## config.mk

```make
export PLATFORM = sky130hd
export DESIGN_NAME = ws2812_driver_flat
export DESIGN_NICKNAME = d
export VERILOG_FILES = /design/src/rtl/ws2812_pkg.sv /design/src/rtl/ws2812_if.sv /design/src/rtl/ws2812_bit_tx.sv /design/src/rtl/ws2812_driver.sv /design/src/flat_wrapper.sv
export SDC_FILE = /design/constraint.sdc
export NUM_CORES = 1
export LEC_CHECK = 0
export CAP_MARGIN = 20
export CORE_ASPECT_RATIO = 1.75
export CORE_MARGIN = 2
export CORE_UTILIZATION = 51
export CTS_CLUSTER_SIZE = 25
export DETAILED_ROUTE_END_ITERATION = 7
export PLACE_DENSITY = 0.76
export SYNTH_ARGS = -nofsm -noshare
export SYNTH_HDL_FRONTEND = slang
export SYNTH_SLANG_ARGS = --single-unit
export TNS_END_PERCENT = 5
```

## constraint.sdc

```tcl
create_clock -name clk12MHz -period 2.48 [get_ports clk12MHz]
set_input_delay 0.372 -clock clk12MHz [delete_from_list [all_inputs] [get_ports clk12MHz]]
set_output_delay 0.372 -clock clk12MHz [all_outputs]
set_load 0.05 [all_outputs]
```

## src/rtl/ws2812_pkg.sv

```systemverilog
// ws2812_pkg: shared types and default 12 MHz timing for the WS2812 serialiser.
//   state_e       top-level FSM states
//   grb_t         one LED's colour in wire order (green, red, blue)
//   *_DEF         default protocol timing in 12 MHz cycles
package ws2812_pkg;

    localparam int unsigned COLOR_W      = 8;
    localparam int unsigned BITS_PER_LED = 24;
    localparam int unsigned BIT_W        = 5;

    localparam int unsigned T0H_DEF    = 5;     // 417 ns
    localparam int unsigned T1H_DEF    = 10;    // 833 ns
    localparam int unsigned TBIT_DEF   = 15;    // 1.25 us
    localparam int unsigned TLATCH_DEF = 3600;  // 300 us

    typedef enum logic [1:0] {
        IDLE  = 2'd0,
        SEND  = 2'd1,
        LATCH = 2'd2
    } state_e;

    typedef struct packed {
        logic [COLOR_W-1:0] green;
        logic [COLOR_W-1:0] red;
        logic [COLOR_W-1:0] blue;
    } grb_t;

endpackage

```

## src/rtl/ws2812_if.sv

```systemverilog
// ws2812_if: colour input handshake.
//   red/green/blue  colour levels, sampled when in_valid && in_ready
//   in_valid        upstream has a colour
//   in_ready        driver can accept a colour
interface ws2812_if;
    import ws2812_pkg::*;

    logic [COLOR_W-1:0] red;
    logic [COLOR_W-1:0] green;
    logic [COLOR_W-1:0] blue;
    logic               in_valid;
    logic               in_ready;

    modport master (output red, green, blue, in_valid, input in_ready);
    modport slave  (input red, green, blue, in_valid, output in_ready);

endinterface

```

## src/rtl/ws2812_bit_tx.sv

```systemverilog
// ws2812_bit_tx: generates one WS2812 bit waveform of TBIT cycles.
//   clk12MHz, reset  clock and synchronous active-high reset
//   start            begin a new bit on this edge (may coincide with done_c)
//   bit_val          value of the bit being started / in progress
//   done_c           combinational, high on the last cycle of a bit
//   dout             registered line output, aligned with the bit cycle count
module ws2812_bit_tx #(
    parameter int unsigned T0H   = 5,
    parameter int unsigned T1H   = 10,
    parameter int unsigned TBIT  = 15,
    parameter int unsigned CNT_W = 4
) (
    input  logic clk12MHz,
    input  logic reset,
    input  logic start,
    input  logic bit_val,
    output logic done_c,
    output logic dout
);

    logic [CNT_W-1:0] cyc_cnt_q, cyc_cnt_d;
    logic             run_q, run_d;
    logic             dout_q, dout_d;

    // State register
    always_ff @(posedge clk12MHz) begin
        if (reset) begin
            cyc_cnt_q <= '0;
            run_q     <= 1'b0;
            dout_q    <= 1'b0;
        end else begin
            cyc_cnt_q <= cyc_cnt_d;
            run_q     <= run_d;
            dout_q    <= dout_d;
        end
    end

    // Bit timing; dout is computed from the next count so it lines up with it
    always_comb begin
        cyc_cnt_d = cyc_cnt_q;
        run_d     = run_q;
        done_c    = run_q && (cyc_cnt_q == CNT_W'(TBIT - 1));

        if (start) begin
            run_d     = 1'b1;
            cyc_cnt_d = '0;
        end else if (done_c) begin
            run_d     = 1'b0;
            cyc_cnt_d = '0;
        end else if (run_q) begin
            cyc_cnt_d = cyc_cnt_q + 1'b1;
        end

        dout_d = run_d && (cyc_cnt_d < (bit_val ? CNT_W'(T1H) : CNT_W'(T0H)));
    end

    assign dout = dout_q;

endmodule

```

## src/rtl/ws2812_driver.sv

```systemverilog
// ws2812_driver: sends one captured colour to a chain of NUM_LEDS WS2812 LEDs,
// then holds the line low for TLATCH cycles.
//   clk12MHz, reset  12 MHz clock, synchronous active-high reset
//   bus              colour handshake (slave side)
//   dout             WS2812 data line, registered
//   busy             high while sending or latching
module ws2812_driver
    import ws2812_pkg::*;
#(
    parameter int unsigned NUM_LEDS = 1,
    parameter int unsigned T0H      = T0H_DEF,
    parameter int unsigned T1H      = T1H_DEF,
    parameter int unsigned TBIT     = TBIT_DEF,
    parameter int unsigned TLATCH   = TLATCH_DEF
) (
    input  logic    clk12MHz,
    input  logic    reset,
    ws2812_if.slave bus,
    output logic    dout,
    output logic    busy
);

    localparam int unsigned CNT_MAX = (TBIT > TLATCH) ? TBIT : TLATCH;
    localparam int unsigned CNT_W   = $clog2(CNT_MAX);
    localparam int unsigned LED_W   = $clog2(NUM_LEDS + 1);

    state_e                  state_q, state_d;
    logic [BITS_PER_LED-1:0] shreg_q, shreg_d;
    grb_t                    copy_q, copy_d;
    logic [BIT_W-1:0]        bit_cnt_q, bit_cnt_d;
    logic [LED_W-1:0]        led_cnt_q, led_cnt_d;
    logic [CNT_W-1:0]        lat_cnt_q, lat_cnt_d;
    logic                    in_ready_q, in_ready_d;
    logic                    busy_q, busy_d;

    logic accept_c;
    logic tx_start_c;
    logic tx_done_c;

    // State register
    always_ff @(posedge clk12MHz) begin
        if (reset) begin
            state_q    <= IDLE;
            shreg_q    <= '0;
            copy_q     <= '0;
            bit_cnt_q  <= '0;
            led_cnt_q  <= '0;
            lat_cnt_q  <= '0;
            in_ready_q <= 1'b1;
            busy_q     <= 1'b0;
        end else begin
            state_q    <= state_d;
            shreg_q    <= shreg_d;
            copy_q     <= copy_d;
            bit_cnt_q  <= bit_cnt_d;
            led_cnt_q  <= led_cnt_d;
            lat_cnt_q  <= lat_cnt_d;
            in_ready_q <= in_ready_d;
            busy_q     <= busy_d;
        end
    end

    assign accept_c = bus.in_valid && in_ready_q;

    // Next-state: capture, bit/LED sequencing, latch timing
    always_comb begin
        state_d    = state_q;
        shreg_d    = shreg_q;
        copy_d     = copy_q;
        bit_cnt_d  = bit_cnt_q;
        led_cnt_d  = led_cnt_q;
        lat_cnt_d  = lat_cnt_q;
        tx_start_c = 1'b0;

        case (state_q)
            IDLE: begin
                if (accept_c) begin
                    copy_d     = '{green: bus.green, red: bus.red, blue: bus.blue};
                    shreg_d    = copy_d;
                    bit_cnt_d  = '0;
                    led_cnt_d  = '0;
                    tx_start_c = 1'b1;
                    state_d    = SEND;
                end
            end

            SEND: begin
                if (tx_done_c) begin
                    if (bit_cnt_q == BIT_W'(BITS_PER_LED - 1)) begin
                        bit_cnt_d = '0;
                        if (led_cnt_q < LED_W'(NUM_LEDS - 1)) begin
                            // Next LED follows with no gap
                            led_cnt_d  = led_cnt_q + 1'b1;
                            shreg_d    = copy_q;
                            tx_start_c = 1'b1;
                        end else begin
                            lat_cnt_d = '0;
                            state_d   = LATCH;
                        end
                    end else begin
                        shreg_d    = shreg_q << 1;
                        bit_cnt_d  = bit_cnt_q + 1'b1;
                        tx_start_c = 1'b1;
                    end
                end
            end

            LATCH: begin
                if (lat_cnt_q == CNT_W'(TLATCH - 1)) begin
                    state_d = IDLE;
                end else begin
                    lat_cnt_d = lat_cnt_q + 1'b1;
                end
            end

            default: state_d = IDLE;
        endcase

        in_ready_d = (state_d == IDLE);
        busy_d     = (state_d != IDLE);
    end

    ws2812_bit_tx #(
        .T0H   (T0H),
        .T1H   (T1H),
        .TBIT  (TBIT),
        .CNT_W (CNT_W)
    ) u_bit_tx (
        .clk12MHz (clk12MHz),
        .reset    (reset),
        .start    (tx_start_c),
        .bit_val  (shreg_d[BITS_PER_LED-1]),
        .done_c   (tx_done_c),
        .dout     (dout)
    );

    assign bus.in_ready = in_ready_q;
    assign busy         = busy_q;

endmodule

```

## src/flat_wrapper.sv

```systemverilog
// flat-port wrapper written by rule: the top's interface ports become plain ports
module ws2812_driver_flat import ws2812_pkg::*;
#(
    parameter int unsigned NUM_LEDS = 1,
    parameter int unsigned T0H      = T0H_DEF,
    parameter int unsigned T1H      = T1H_DEF,
    parameter int unsigned TBIT     = TBIT_DEF,
    parameter int unsigned TLATCH   = TLATCH_DEF
)
  (clk12MHz, reset, dout, busy, bus_red, bus_green, bus_blue, bus_in_valid, bus_in_ready);
  ws2812_if bus_i ();
  input  logic clk12MHz;
  input  logic reset;
  output logic dout;
  output logic busy;
  input wire logic [$bits(bus_i.red)-1:0] bus_red;
  input wire logic [$bits(bus_i.green)-1:0] bus_green;
  input wire logic [$bits(bus_i.blue)-1:0] bus_blue;
  input wire logic [$bits(bus_i.in_valid)-1:0] bus_in_valid;
  output wire logic [$bits(bus_i.in_ready)-1:0] bus_in_ready;
  assign bus_i.red = bus_red;
  assign bus_i.green = bus_green;
  assign bus_i.blue = bus_blue;
  assign bus_i.in_valid = bus_in_valid;
  assign bus_in_ready = bus_i.in_ready;
  ws2812_driver #(.NUM_LEDS(NUM_LEDS), .T0H(T0H), .T1H(T1H), .TBIT(TBIT), .TLATCH(TLATCH)) u_core (.clk12MHz(clk12MHz), .reset(reset), .bus(bus_i), .dout(dout), .busy(busy));
endmodule
```

==> reports/qor_table.md, run 1 <==
| Quantity | This run | Unit |
|---|---|---|
| Buffer depth of the longest clock path | 2 | - |
| Synth unique cells | 58 | - |
| DRC Markers | 0 | - |
| Flip-flop cell with the highest count after synthesis | sky130_fd_sc_hd__dfxtp_1 | - |
| Proportion of layout cells with a drive suffix above 1 | 18.2 | % |
| Met1 Usage GRT | 28.2 | % |
| Peak VDD IR | 0.432 | mV |
| Number of I/O port buffers | 29 | - |
| Final TNS setup | -0.0798 | ns |
| Total chip power | 2160 | uW |
| Clock-pin transition on the worst setup and hold timing paths | 0.06 | ns |
| Antenna cell count | 0 | - |
| Number of instances in the synthesized netlist | 345 | - |
| Post-Syn Area | 2930 | um^2 |
| Critical-path maximum fanout | 3 | - |
| Yosys synthesis warning count | 0 | - |
| Worst Skew | 0.00485 | ns |
| Clk_lat worst skew | 0.35 | ns |
| CTS Buf Count | 9 | - |
| Start-to-end type of the worst setup path | reg2reg | - |
| Count of boundary I/O pins | 30 | - |
| Grt met2 use | 41.5 | % |
| Max_cap viols | 0 | - |
| Met3 Resource Use GR | 5.85 | % |
| Final-report setup violation count | 1 | - |
| Remaining Overflow, GRT | 0 | - |
| Post-layout minimum cycle time | 2.56 | ns |
| Transition time at the pin with the least slew margin | 0.594 | ns |
| Core area | 5540 | um^2 |
| P_leak | 0.00135 | uW |
| Post-synthesis sequential area ratio | 40.3 | % |
| Status | finished, violations left | - |
| HPWL Detailed | 5.08 | mm |
| Number of antenna violations at the first check in global routing | 0 | - |
| Arrival time of data at the critical path endpoint | 2.78 | ns |
| Routed wire length per instance | 14.8 | um |
| Floorplan die area | 6390 | um^2 |
| Routed vias | 2801 | - |
| Number of clock sinks seen by CTS | 59 | - |
| Required time of the critical path | 2.70 | ns |
| Routability congestion estimate from global placement | 0.894 | - |
| Final Worst Setup Slack | -0.0798 | ns |
| Vert. Die Dim | 104 | um |
| Post-synth net total | 378 | - |
| Smallest hold slack | 0.453 | ns |
| Failing checks | negative setup slack | - |
| Final hold violations | 0 | - |
| # fillers | 467 | - |
| Number of global-route vias before repair | 2683 | - |
| Critical-path cell list | or4_4 -> buf_6 -> nor4_4 -> nand3_1 -> and2_4 -> ha_4 -> inv_2 -> nor3b_2 -> a221oi_2 -> o211ai_1 -> a311oi_1 | - |
| Max Clock Freq | 0.391 | GHz |
| Synth-to-layout area growth | 27.1 | % |
| Cell type of the slowest stage on the worst timing path | sky130_fd_sc_hd__or4_4 | - |
| Setup repair after global routing missed its margin | true | - |
| Die boundary width | 61.3 | um |
| Largest incremental delay on the critical path | 0.54 | ns |
| Most common library cell in the layout ignoring fill and taps | sky130_fd_sc_hd__dfxtp_1 | - |
| Proportion of register bits with asynchronous set or reset after synthesis | 0 | % |
| Wire length of the first global-routing pass | 12.0 | mm |
| Hold Crit Class | reg2reg | - |
| Busiest layer in global routing | met2 | - |
| Power per unit of standard cell area | 581 | nW/um^2 |
| Number of antenna-violating nets in the routed design | 0 | - |
| Average instance area after synthesis | 8.50 | um^2 |
| Number of H-tree levels | 3 | - |
| Total Routed Length | 7.08 | mm |
| Routed vias/inst | 5.87 | - |
| Critical path endpoint category | register | - |
| Most frequent cells in the layout | 59 x sky130_fd_sc_hd__dfxtp_1, 38 x sky130_fd_sc_hd__nand2_1, 38 x sky130_fd_sc_hd__a21oi_1, 37 x sky130_fd_sc_hd__buf_4, 29 x sky130_fd_sc_hd__clkdlybuf4s50_1 | - |
| Count of flip-flops with a built-in enable after synthesis | 0 | - |
| Pin count of the biggest net entering global routing | 34 | - |
| Post-layout nets | 430 | - |
| # rows | 36 | - |
| Sort of element at the start of the critical path | register | - |
| Count of hold-fix buffers inserted at cts | 0 | - |
| GRT Total Usage | 24.9 | % |
| Post-synthesis register bit count | 59 | - |
| TritonCTS clock tree | yes | - |
| Initial Util | 52.9 | % |
| Final Max Slew Viols | 0 | - |
| Clock root buffer | sky130_fd_sc_hd__clkbuf_8 | - |
| Starting DRC count in detailed routing | 133 | - |
| Normalized max-slew margin | 60.3 | % |
| Total iterations of the first detailed-routing run | 4 | - |
| Period utilization | 103 | % |
## synth_stat cells (2+ instances only)
cell type / n / share of area, %
sky130_fd_sc_hd__a311oi_1: 5 / 1.5
sky130_fd_sc_hd__nor4bb_1: 2 / 0.68
sky130_fd_sc_hd__and4_1: 3 / 0.90
sky130_fd_sc_hd__nor3_1: 5 / 0.85
sky130_fd_sc_hd__nor2b_1: 2 / 0.43
sky130_fd_sc_hd__nand3_1: 13 / 2.2
sky130_fd_sc_hd__nand2_1: 38 / 4.9
sky130_fd_sc_hd__inv_1: 5 / 0.64
sky130_fd_sc_hd__nand4b_1: 2 / 0.60
sky130_fd_sc_hd__o31a_1: 2 / 0.60
sky130_fd_sc_hd__nor4_1: 6 / 1.3
sky130_fd_sc_hd__ha_1: 6 / 2.6
sky130_fd_sc_hd__and3_1: 3 / 0.64
sky130_fd_sc_hd__or3_1: 9 / 1.9
sky130_fd_sc_hd__clkbuf_1: 18 / 2.3
sky130_fd_sc_hd__o21ai_0: 11 / 1.9
sky130_fd_sc_hd__dfxtp_1: 59 / 40
sky130_fd_sc_hd__xnor2_1: 6 / 1.8
sky130_fd_sc_hd__o211ai_1: 3 / 0.77
sky130_fd_sc_hd__buf_4: 5 / 1.3
sky130_fd_sc_hd__o31ai_1: 3 / 0.77
sky130_fd_sc_hd__or4_1: 3 / 0.77
sky130_fd_sc_hd__mux2i_1: 3 / 1.0
sky130_fd_sc_hd__nor3b_1: 3 / 0.77
sky130_fd_sc_hd__nand4_1: 5 / 1.1
sky130_fd_sc_hd__xor2_1: 5 / 1.5
sky130_fd_sc_hd__buf_6: 2 / 0.77
sky130_fd_sc_hd__nor2_1: 24 / 3.1
sky130_fd_sc_hd__a22oi_1: 23 / 5.9
sky130_fd_sc_hd__a31oi_1: 4 / 0.85
sky130_fd_sc_hd__a21oi_1: 38 / 6.5
sky130_fd_sc_hd__and4b_1: 3 / 1.0
## final timing paths
kind	startpoint	end	slack [ns]	depth (start not counted)
max	u_core.u_bit_tx.cyc_cnt_q[8]	u_core.u_bit_tx.dout	-0.08	11
min	u_core.shreg_q[8]	u_core.shreg_q[8]	0.45	2
max reg2reg	u_core.u_bit_tx.cyc_cnt_q[8]	u_core.u_bit_tx.dout	-0.08	11
min reg2reg	u_core.shreg_q[8]	u_core.shreg_q[8]	0.45	2
## through the flow
| stage | instance area, um^2 | cells | util, % | setup slack (ns) |
|---|---|---|---|---|
| detailed placement | 3500 | 462 | 63.2 | -0.140 |
| global placement | 3500 | 462 | 63.2 | -0.0478 |
| CTS | 3700 | 477 | 66.8 | -0.0921 |
| floorplan | 2950 | 345 | - | -0.117 |
| finish | 3720 | 477 | 67.2 | -0.0798 |
| global route | 3720 | 477 | 67.2 | -0.212 |
## logic make-up after synthesis
family                   count (synthesis)  synth area share (%)
buffers and inverters                   32                  5.29
flip-flops                              59                  40.3
AO/OA/AOI/OAI                          102                  22.7
multiplexers                             3                  1.02
AND/OR/NAND/NOR                        132                  24.8
XOR/XNOR                                11                  3.29
adder cells (fa/ha/maj)                  6                  2.56
## per-layer routing
metal / wire length [um] / part of all wire (%)
met3: 254 / 3.6
met5: 0 / 0
met1: 2760 / 39
met2: 3840 / 54
met4: 226 / 3.2
## worst max-delay path: cells and delay by family, from the launching register on
family | cells | cell delay (ns)
simple gates | 5 | 1.27
compound gates | 3 | 0.40
flops | 1 | 0.32
fa+ha+maj | 1 | 0.26
buf+inv | 2 | 0.18
## power by group
part / total, uW / internal, uW / switching (uW)
sequential: 1010 / 986 / 23.6
combinational: 283 / 134 / 149
clock: 871 / 512 / 359
total: 2160 / 1630 / 531
## what timing repair did
| action | CTS | global route |
|---|---|---|
| buffers inserted | 0 | 0 |
| pin swaps | 1 | 2 |
| gates resized for setup | 2 | 4 |
| endpoints found under the setup margin | 1 | 2 |
## cell type report
class	instances	area (um^2)	share of cell area, %
multi-input cells	254	1650	44.4
flip-flops and latches	59	1180	31.7
repair buffers	67	579	15.6
clock buffers	13	159	4.27
well taps	76	95.1	2.55
clock inverters	2	35.0	0.941
inverters	6	22.5	0.605
## flip-flops by register name, summed over array words and instances (netlist names)
signal / cells
u_core.busy: 1
u_core.bit_cnt_q: 5
u_core.u_bit_tx.run_q: 1
u_core.lat_cnt_q: 12
u_core.u_bit_tx.cyc_cnt_q: 12
u_core.shreg_q: 24
u_core.bus.in_ready: 1
u_core.u_bit_tx.dout: 1
u_core.state_q: 2
Note: power is estimated with default switching activity, not from simulation.
==> run 2, diff against run 1 <==
Settings changed: CORE_ASPECT_RATIO 1.75 to 0.9, CORE_UTILIZATION 51 to 56, PLACE_DENSITY 0.76 to 0.79.
Clock period 2.48 ns to 2.4 ns, I/O delays scaled along.
==> reports/qor_table.md, run 2 (synthesized netlist as in run 1, its figures left out) <==
| Quantity | This run | Unit |
|---|---|---|
| Hold Crit Class | reg2reg | - |
| Remaining Overflow, GRT | 0 | - |
| Worst Skew | 0.00523 | ns |
| Cells after DPL | 452 | - |
| TritonCTS clock tree | yes | - |
| Period utilization | 108 | % |
| Number of global-route vias before repair | 2770 | - |
| Internal reg-to-reg setup slack | -0.19 | ns |
| Count of hold-fix buffers inserted at cts | 0 | - |
| CTS Buf Count | 9 | - |
| Beginning of the worst register-to-register path | u_core.u_bit_tx.cyc_cnt_q[8] | - |
| Number of clock sinks seen by CTS | 59 | - |
| Sort of element at the start of the critical path | register | - |
| Critical path endpoint category | register | - |
| Total Routed Length | 7.14 | mm |
| Final Worst Setup Slack | -0.194 | ns |
| Most common library cell in the layout ignoring fill and taps | sky130_fd_sc_hd__dfxtp_1 | - |
| Max Clock Freq | 0.385 | GHz |
| Starting DRC count in detailed routing | 139 | - |
| Most frequent cells in the layout | 59 x sky130_fd_sc_hd__dfxtp_1, 38 x sky130_fd_sc_hd__nand2_1, 38 x sky130_fd_sc_hd__a21oi_1, 38 x sky130_fd_sc_hd__buf_4, 29 x sky130_fd_sc_hd__clkdlybuf4s50_1 | - |
| Launching instance or port of the critical path | u_core.u_bit_tx.cyc_cnt_q[8] | - |
| Largest regs | u_core.shreg_q (24), u_core.lat_cnt_q (12), u_core.u_bit_tx.cyc_cnt_q (12) | - |
| Initial Util | 59.2 | % |
| Number of cells on the worst hold path | 2 | - |
| Clk_lat worst skew | 0.33 | ns |
| Routed vias | 2856 | - |
| Post-layout nets | 432 | - |
| Final-report setup violation count | 1 | - |
| DRC Markers | 0 | - |
| Proportion of layout cells with a drive suffix above 1 | 18.3 | % |
| Setup repair after global routing missed its margin | true | - |
| Floorplan die area | 5830 | um^2 |
| Transition time at the pin with the least slew margin | 0.564 | ns |
| Reg2reg path depth | 11 | - |
| Number of I/O port buffers | 29 | - |
| Power per unit of standard cell area | 568 | nW/um^2 |
| P_leak | 0.00135 | uW |
| Routed vias/inst | 6.09 | - |
| Total chip power | 2110 | uW |
| Vert. Die Dim | 72.6 | um |
| Arrival time of data at the critical path endpoint | 2.84 | ns |
| Normalized max-slew margin | 62.3 | % |
| Largest register FFs | 24 | - |
| Start-to-end type of the worst setup path | reg2reg | - |
| Required time of the critical path | 2.64 | ns |
| Terminus of the critical flop-to-flop path | u_core.u_bit_tx.dout | - |
| Final Max Slew Viols | 0 | - |
| Buffer depth of the longest clock path | 2 | - |
| # rows | 24 | - |
| Core area | 4950 | um^2 |
| Total iterations of the first detailed-routing run | 4 | - |
| Number of antenna-violating nets in the routed design | 0 | - |
| GRT Total Usage | 26.8 | % |
| Register bank with the most flops | u_core.shreg_q | - |
| Number of H-tree levels | 3 | - |
| Endpoint with the worst hold slack | u_core.shreg_q[9] | - |
| Count of boundary I/O pins | 30 | - |
| Hold Crit Start | u_core.shreg_q[9] | - |
| Antenna cell count | 0 | - |
| Critical-path maximum fanout | 3 | - |
| Peak VDD IR | 0.524 | mV |
| Failing checks | negative setup slack | - |
| HPWL Detailed | 4.95 | mm |
| Clock root buffer | sky130_fd_sc_hd__clkbuf_8 | - |
| Clock-pin transition on the worst setup and hold timing paths | 0.06 | ns |
| Routability congestion estimate from global placement | 0.890 | - |
| Number of antenna violations at the first check in global routing | 0 | - |
| Wire length of the first global-routing pass | 12.1 | mm |
| Routed wire length per instance | 15.2 | um |
| Synth-to-layout area growth | 26.8 | % |
| Final hold violations | 0 | - |
| Die boundary width | 80.3 | um |
| Final standard cell count with taps included and fillers excluded | 469 | - |
| Pin count of the biggest net entering global routing | 34 | - |
| Smallest hold slack | 0.452 | ns |
| Max_cap viols | 0 | - |
| Status | finished, violations left | - |
| Post-layout minimum cycle time | 2.59 | ns |
==> run 2: cell type report <==
| type | instances | area (um^2) |
|---|---|---|
| multi-input cells | 254 | 1650 |
| clock inverters | 4 | 26.3 |
| repair buffers | 69 | 607 |
| inverters | 6 | 22.5 |
| flip-flops and latches | 59 | 1180 |
| well taps | 65 | 81.3 |
| clock buffers | 12 | 145 |
| fillers | 384 | 1240 |
==> run 2: per-stage QoR <==
stage / cell area (um^2) / setup TNS (ns) / setup WS, ns / util [%]
3_3_place_gp: 3510 / -0.134 / -0.134 / 70.8
6_report: 3720 / -0.194 / -0.194 / 75.0
2_1_floorplan: 2950 / -0.197 / -0.197 / -
4_1_cts: 3680 / -0.140 / -0.140 / 74.3
3_5_place_dp: 3510 / -0.182 / -0.182 / 70.8
5_1_grt: 3720 / -0.280 / -0.280 / 75.0
==> run 2: worst max-delay path, cell delays in order, from the launching register on <==
cell                       delay [ns]
sky130_fd_sc_hd__dfxtp_1         0.31
sky130_fd_sc_hd__or4_4           0.56
sky130_fd_sc_hd__buf_6           0.15
sky130_fd_sc_hd__nor4_4          0.23
sky130_fd_sc_hd__nand3_1         0.14
sky130_fd_sc_hd__and2_4          0.17
sky130_fd_sc_hd__ha_4            0.21
sky130_fd_sc_hd__inv_2           0.06
sky130_fd_sc_hd__nor2_1          0.04
sky130_fd_sc_hd__a221oi_1        0.27
sky130_fd_sc_hd__o211ai_1        0.15
sky130_fd_sc_hd__a311oi_1        0.21
==> run 2: worst max-delay path by stage <==
stage / cells past startpoint / slack, ns / end
2_1_floorplan: 11 / -0.20 / u_core.u_bit_tx.dout
3_3_place_gp: 10 / -0.13 / u_core.u_bit_tx.dout
3_5_place_dp: 10 / -0.18 / u_core.u_bit_tx.dout
4_1_cts: 11 / -0.14 / u_core.u_bit_tx.dout
5_1_grt: 11 / -0.28 / u_core.u_bit_tx.dout
6_report: 11 / -0.19 / u_core.u_bit_tx.dout
==> run 2: repair_timing <==
action | CTS | global route
endpoints found under the setup margin | 1 | 4
pin swaps | 3 | 1
gates resized for setup | 1 | 4
buffers inserted | 0 | 1
==> run 2: metal layers <==
layer / track usage, % / share of wire [%] / wire length [um]
met1: 33.2 / 43 / 3090
met2: 43.9 / 49 / 3480
met3: 9.41 / 7.0 / 500
met4: 8.85 / 0.98 / 70
met5: 0 / 0 / 0
==> run 2: power by group <==
group          internal (uW)  switching, uW
Sequential              1020           24.0
Combinational            137            155
Clock                    401            377
Total                   1560            556
